## src/rtl/pulse_qualifier.sv

```systemverilog
// pulse_qualifier: debounces a raw detector input into a qualified level.
//   The input must be sampled high for ON_CYCLES consecutive edges before
//   out asserts. After out drops, a holdoff of OFF_CYCLES cycles ignores the
//   input. A saturating counter records how many times ACTIVE was entered.
//
// Ports:
//   clk        - clock; all state updates on the rising edge
//   res        - synchronous active-high reset
//   in         - raw detector input
//   clr        - synchronous clear of evt_cnt only
//   out        - qualified level, high while ACTIVE
//   rise_pulse - one-cycle flag on the first cycle of ACTIVE
//   fall_pulse - one-cycle flag on the first cycle of HOLD
//   busy       - high whenever the FSM is not IDLE
//   evt_cnt    - saturating count of ACTIVE entries
module pulse_qualifier #(
  parameter int unsigned ON_CYCLES  = 1,
  parameter int unsigned OFF_CYCLES = 1,
  parameter int unsigned CNT_W      = 4,
  parameter int unsigned EVT_W      = 8
) (
  input  logic             clk,
  input  logic             res,
  input  logic             in,
  input  logic             clr,
  output logic             out,
  output logic             rise_pulse,
  output logic             fall_pulse,
  output logic             busy,
  output logic [EVT_W-1:0] evt_cnt
);

  typedef enum logic [1:0] {
    StIdle   = 2'b00,
    StQual   = 2'b01,
    StActive = 2'b10,
    StHold   = 2'b11
  } state_e;

  // One extra bit so cnt+1 cannot wrap before it is compared against ON_CYCLES.
  localparam logic [CNT_W:0]   OnTarget = (CNT_W+1)'(ON_CYCLES);
  localparam logic [CNT_W-1:0] OffLast  = CNT_W'(OFF_CYCLES - 1);
  localparam logic [EVT_W-1:0] EvtMax   = {EVT_W{1'b1}};

  state_e             state_q;
  logic [CNT_W-1:0]   cnt_q;
  logic [EVT_W-1:0]   evt_cnt_q;
  logic               rise_q;
  logic               fall_q;
  logic [CNT_W:0]     cnt_inc;
  logic               enter_active;

  assign cnt_inc = {1'b0, cnt_q} + (CNT_W+1)'(1);

  always_comb begin
    enter_active = 1'b0;
    if (in) begin
      if (state_q == StIdle && ON_CYCLES == 1) begin
        enter_active = 1'b1;
      end else if (state_q == StQual && cnt_inc == OnTarget) begin
        enter_active = 1'b1;
      end
    end
  end

  always_ff @(posedge clk) begin
    if (res) begin
      state_q   <= StIdle;
      cnt_q     <= '0;
      evt_cnt_q <= '0;
      rise_q    <= 1'b0;
      fall_q    <= 1'b0;
    end else begin
      rise_q <= 1'b0;
      fall_q <= 1'b0;

      // clr wins over a coincident ACTIVE entry.
      if (clr) begin
        evt_cnt_q <= '0;
      end else if (enter_active && evt_cnt_q != EvtMax) begin
        evt_cnt_q <= evt_cnt_q + EVT_W'(1);
      end

      unique case (state_q)
        StIdle: begin
          if (in) begin
            if (enter_active) begin
              state_q <= StActive;
              cnt_q   <= '0;
              rise_q  <= 1'b1;
            end else begin
              state_q <= StQual;
              cnt_q   <= CNT_W'(1);
            end
          end
        end
        StQual: begin
          if (!in) begin
            state_q <= StIdle;
            cnt_q   <= '0;
          end else if (enter_active) begin
            state_q <= StActive;
            cnt_q   <= '0;
            rise_q  <= 1'b1;
          end else begin
            cnt_q <= cnt_inc[CNT_W-1:0];
          end
        end
        StActive: begin
          if (!in) begin
            state_q <= StHold;
            cnt_q   <= '0;
            fall_q  <= 1'b1;
          end
        end
        StHold: begin
          // Input is ignored for the whole holdoff.
          if (cnt_q == OffLast) begin
            state_q <= StIdle;
            cnt_q   <= '0;
          end else begin
            cnt_q <= cnt_q + CNT_W'(1);
          end
        end
        default: begin
          state_q <= StIdle;
          cnt_q   <= '0;
        end
      endcase
    end
  end

  assign out        = (state_q == StActive);
  assign busy       = (state_q != StIdle);
  assign rise_pulse = rise_q;
  assign fall_pulse = fall_q;
  assign evt_cnt    = evt_cnt_q;

endmodule

```

## config.mk

```make
export PLATFORM = sky130hd
export DESIGN_NAME = pulse_qualifier
export DESIGN_NICKNAME = d
export VERILOG_FILES = /design/src/rtl/pulse_qualifier.sv
export SDC_FILE = /design/constraint.sdc
export NUM_CORES = 1
export LEC_CHECK = 0
export ABC_AREA = 1
export ABC_CLOCK_PERIOD_IN_PS = 1800
export BUFFER_PORTS_ARGS = -buffer_cell sky130_fd_sc_hd__buf_2
export CAP_MARGIN = 20
export CORE_MARGIN = 2
export CORE_UTILIZATION = 51
export CTS_BUF_LIST = sky130_fd_sc_hd__clkbuf_4 sky130_fd_sc_hd__clkbuf_8
export DETAILED_ROUTE_END_ITERATION = 10
export GPL_TIMING_DRIVEN = 0
export HOLD_SLACK_MARGIN = 0.02
export PLACE_DENSITY = 0.76
export REMOVE_ABC_BUFFERS = 1
export SLEW_MARGIN = 20
export SYNTH_ARGS = -nofsm -noshare
export SYNTH_HDL_FRONTEND = slang
export SYNTH_SLANG_ARGS = --single-unit
```

## constraint.sdc

```tcl
create_clock -name clk -period 1.8 [get_ports clk]
set_clock_uncertainty 0.1 [all_clocks]
set_input_delay 0.54 -clock clk [delete_from_list [all_inputs] [get_ports clk]]
set_output_delay 0.54 -clock clk [all_outputs]
set_load 0.01 [all_outputs]
```

Word-level counts from Yosys, hierarchy flattened
Index checks and enable logic that the tools add are counted.

Add/subtract/negate cells: 3. Equal/unequal tests: 9. Multiplexer cells: 19. Bitwise gates (word level): 3. Reductions and logical operators: 11.

Operators by type and width (number): two-way mux 4 bit (5); one-hot mux 4 bit (4 select lines) (1); two-way mux 2 bit (6); adder 8 x 1 -> 8 bit (second input constant) (1); != test 8 bit (second input constant) (1); one-hot mux 2 bit (4 select lines) (1); two-way mux 1 bit (6); != test 2 bit (second input constant) (3); OR reduction 2 bit (3); adder 4 x 1 -> 5 bit (second input constant) (1); equality test 5 x 1 -> 1 bit (second input constant) (1); adder 4 x 1 -> 4 bit (second input constant) (1); equality test 2 bit (second input constant) (2); logical NOT 4 bit (1); AND reduction 4 bit (1); != test 3 bit (second input constant) (1); NOT 1 bit (3); OR reduction 3 bit (1); equality test 2 x 1 -> 1 bit (second input constant) (1); logical AND 1 bit (2); logical NOT 2 bit (1); AND reduction 2 bit (1); nonzero test 2 bit (1).

Register bits after elaboration: 16. Input bits: 4. Output and inout port bits: 12. Word-level logic and storage cells: 50.

Longest topological paths before layout
Depth in word-level cells: 9. Mapped depth: 9. Mapped depth without buffers: 9.

Least setup slack after synthesis
No wires, ideal clock.

Path type: register to register. From: register evt_cnt_q[0], in the netlist evt_cnt[0]. To: register evt_cnt_q[6], in the netlist evt_cnt[6]. Library setup time: 0.070 ns. Arrival time: 1.261 ns. Data required time: 1.630 ns. Slack: 0.369 ns. Cell stages (with the launch flop): 10. Path buffers: 0. Period minus slack after synthesis: 1.431 ns. Cells stage by stage: dfxtp_1 > ha_1 > nand2_1 > nor2_2 > nand2_2 > nor2_4 > nor2_4 > nand2_4 > nand2_1 > a21oi_1.

Longest elaborated chain between the ends: 2. Elaborated cells on any way between the ends: 3. Classes of those cells: 1 x add/sub; 1 x eq/ne; 1 x reduce/logical.

Ends and longest elaborated chain: from (decl) (line 47) `logic [EVT_W-1:0] evt_cnt_q;`; from (signal assigned) (line 81) `evt_cnt_q <= evt_cnt_q + EVT_W'(1);`; branches (longest 2 deep; another with adder 8 x 1 -> 8 bit).

Several ways; the timed one is not identified. A chain may end at the register's enable or synchronous reset.

Worst setup path in the final report
From: register state_q[0]. To: output busy.

Longest elaborated chain between the ends: 1.

Ends and longest elaborated chain: from (decl) (line 45) `state_e state_q;`; from (signal assigned) (line 68) `state_q <= StIdle;`; from (signal assigned) (line 88) `state_q <= StActive;`; from (signal assigned) (line 92) `state_q <= StQual;`; nonzero test 2 bit (line 134) `assign busy = (state_q != StIdle);`; to (decl) (line 29) `output logic busy,`.

No other way between the ends.

==> results.cfg <==
[global_route]
grt_start_max_net_pins = 11
antenna_found_initial = 0
overflow = 0
first_global_vias = 748
grt_use_total_pct = 20.10
grt_pass1_wl_mm = 3.049

[detailed_routing]
drc = 0
firstDrtPassIters = 4
wl_per_cell_microns = 11.07
drtIter0Drc = 20
postRouteAntennaNets = 0
vias_per_cell = 5.384
drt_wl_total_mm = 1.816
vias = 883

[run]
max_cap_viol_count = 0

[clock_network]
cts_buffers = 3
post_cts_buffers = 0
cts-root-buf = clkbuf_4
ctsResizeCount = 0
h-tree-depth = 1
cts_tree = done
insertion_delay_ps = 270
path_clk_slew_ps = 90
cts.sinks = 16
ctsHoldBuffers = 0
clockBufferDepth = 2

[final_layout]
diodes = 0
drive_above_1_share_pct = 17.01
syn_to_final_growth_pct = 13.40
final_cell_mix = nand2_1 (31), inv_1 (19), nand3_1 (17)
fin_cells = 164
nets = 157
final_common_cell = nand2_1
fillers = 167
register_area_sq_um = 320.3
multi_input_area_sq_um = 491.7

[synthesis]
ys_warn_count = 0
ys_types = 16
avgSynthCellArea_sq_um = 6.877
yosysSeqAreaShare_pct = 36.11
synth_area_sq_um = 887.1
yosys.area.top_type = dfxtp_1
synth_top_area_share_pct = 36.11
synth-seq-cells = 16
synthTopCellsByArea = dfxtp_1 (36%), nand2_1 (13%), nand3_1 (9.6%)
syn_inst = 129

[floorplanning]
rows = 15
dieArea_sq_um = 2089
design.portCount = 16
core-area_sq_um = 1689
fp.dieH_microns = 45.71
fp.dieW_microns = 45.71
initial_core_util_pct = 52.52

[critical_path]
path_cells = inv_1 > nand2_1 > buf_2
cp_slowest_cell = dfxtp_1
crit_fanout = 6
cp.arrival_ps = 1070
start_kind = flip-flop
cp.required_ps = 1160
critical_path_buf_inv_count = 2
crit_family = flip-flops
end_kind = output port
worst-setup-path-type = reg2out
max_stage_delay_ps = 420

[timing]
maxSlewViolCount = 0
period_needed_ps = 1713
max_freq_mhz = 583.9
max_slew_margin_pct = 82.45
finalSetupViolCount = 0
worstMarginPinSlew_ps = 263.0
post-route-period-util_pct = 95.15
hold_viol = 0
fin_tns_setup_ps = 0
rsz0062_at_grt = no

[power_and_ir_drop]
ir_drop_uv = 466.6
p_leak_nw = 0.4909
p_per_area_nw_per_um2 = 630.7

[min_path]
hold_path_class = reg2reg

[place]
place_hpwl_mm = 1.404
gp_congestion = 0.8339
place_inst = 161
io_buffers = 15

[status]
outcome = completed
## Yosys cell counts
master and count:
xnor2_1 1, o21ai_0 5, nor2_2 1, nor2_1 11, nand2_1 31, nand3_1 17, nand2_2 1, nand4_1 2
nor2_4 2, ha_1 4, a21oi_1 12, xor2_1 4, nand2_4 2, inv_1 19, dfxtp_1 16, inv_2 1
## layout make-up
class / instances / area share [%]
timing repair buffer: 15 / 7.463
inverter: 20 / 7.463
tap: 17 / 2.114
sequential: 16 / 31.84
clock buffer: 3 / 2.239
multi-input combinational: 93 / 48.88
## sequential cells by signal (all words and copies together), names as in the netlist
register / count
cnt_q: 4
state_q: 2
rise_pulse: 1
evt_cnt: 8
fall_pulse: 1
## power breakdown
group	switching (W)	leakage (nW)	internal [W]
registers	0.00000709	0.130	0.000361
clock network	0.0000998	0.0138	0.0000773
logic	0.0000611	0.348	0.0000277
total	0.000168	0.491	0.000467
## kinds of logic (layout without fill, tap and decap cells)
family	Yosys count	after routing	synth area share, %
adders and majority gates	4	4	5.642
DFF	16	16	36.11
AOI/OAI and AO/OA	17	17	9.591
buffers and inverters	20	38	8.462
xor gates and xnor gates	5	5	4.936
and+or+nand+nor	67	67	35.26
## per-layer routing
| layer | up-vias | routed length (microns) | GRT usage, % |
|---|---|---|---|
| met5 | - | 0 | 0 |
| met2 | 26 | 941 | 34.93 |
| met4 | 0 | 15 | 8.571 |
| li1 | 448 | - | - |
| met1 | 407 | 784 | 23.30 |
| met3 | 2 | 74 | 4.762 |
## metrics by stage
| step | total power [W] | util [%] | cell area, sq um | setup slack [ps] | hold slack (ps) |
|---|---|---|---|---|---|
| after floorplan | 0.0004369 | - | 887.1 | 369.0 | 370.7 |
| after global placement | 0.0004643 | 58.22 | 983.4 | 269.5 | 371.8 |
| after detailed placement | 0.0004648 | 58.22 | 983.4 | 225.9 | 380.4 |
| after CTS | 0.0006445 | 59.56 | 1006 | 98.23 | 393.2 |
| after global routing | 0.0006791 | 59.56 | 1006 | 32.66 | 404.0 |
| final | 0.0006345 | 59.56 | 1006 | 87.37 | 394.9 |
## worst register-to-register path, delay by kind of cell (launching register included)
kind / cells / cell delay (ps)
and+or+nand+nor: 5 / 500
adders and majority gates: 1 / 250
buffers and inverters: 1 / 60
DFF: 1 / 360
AOI/OAI and AO/OA: 2 / 200
## worst paths after layout
check / start / slack, ps / end / cells past startpoint
hold reg to reg: evt_cnt[3] / 390 / evt_cnt[3] / 2
setup reg to reg: cnt_q[0] / 230 / evt_cnt[6] / 9
setup / recovery: state_q[0] / 90 / busy / 3
hold / removal: evt_cnt[3] / 390 / evt_cnt[3] / 2
Note: power is estimated with default switching activity, not from simulation.
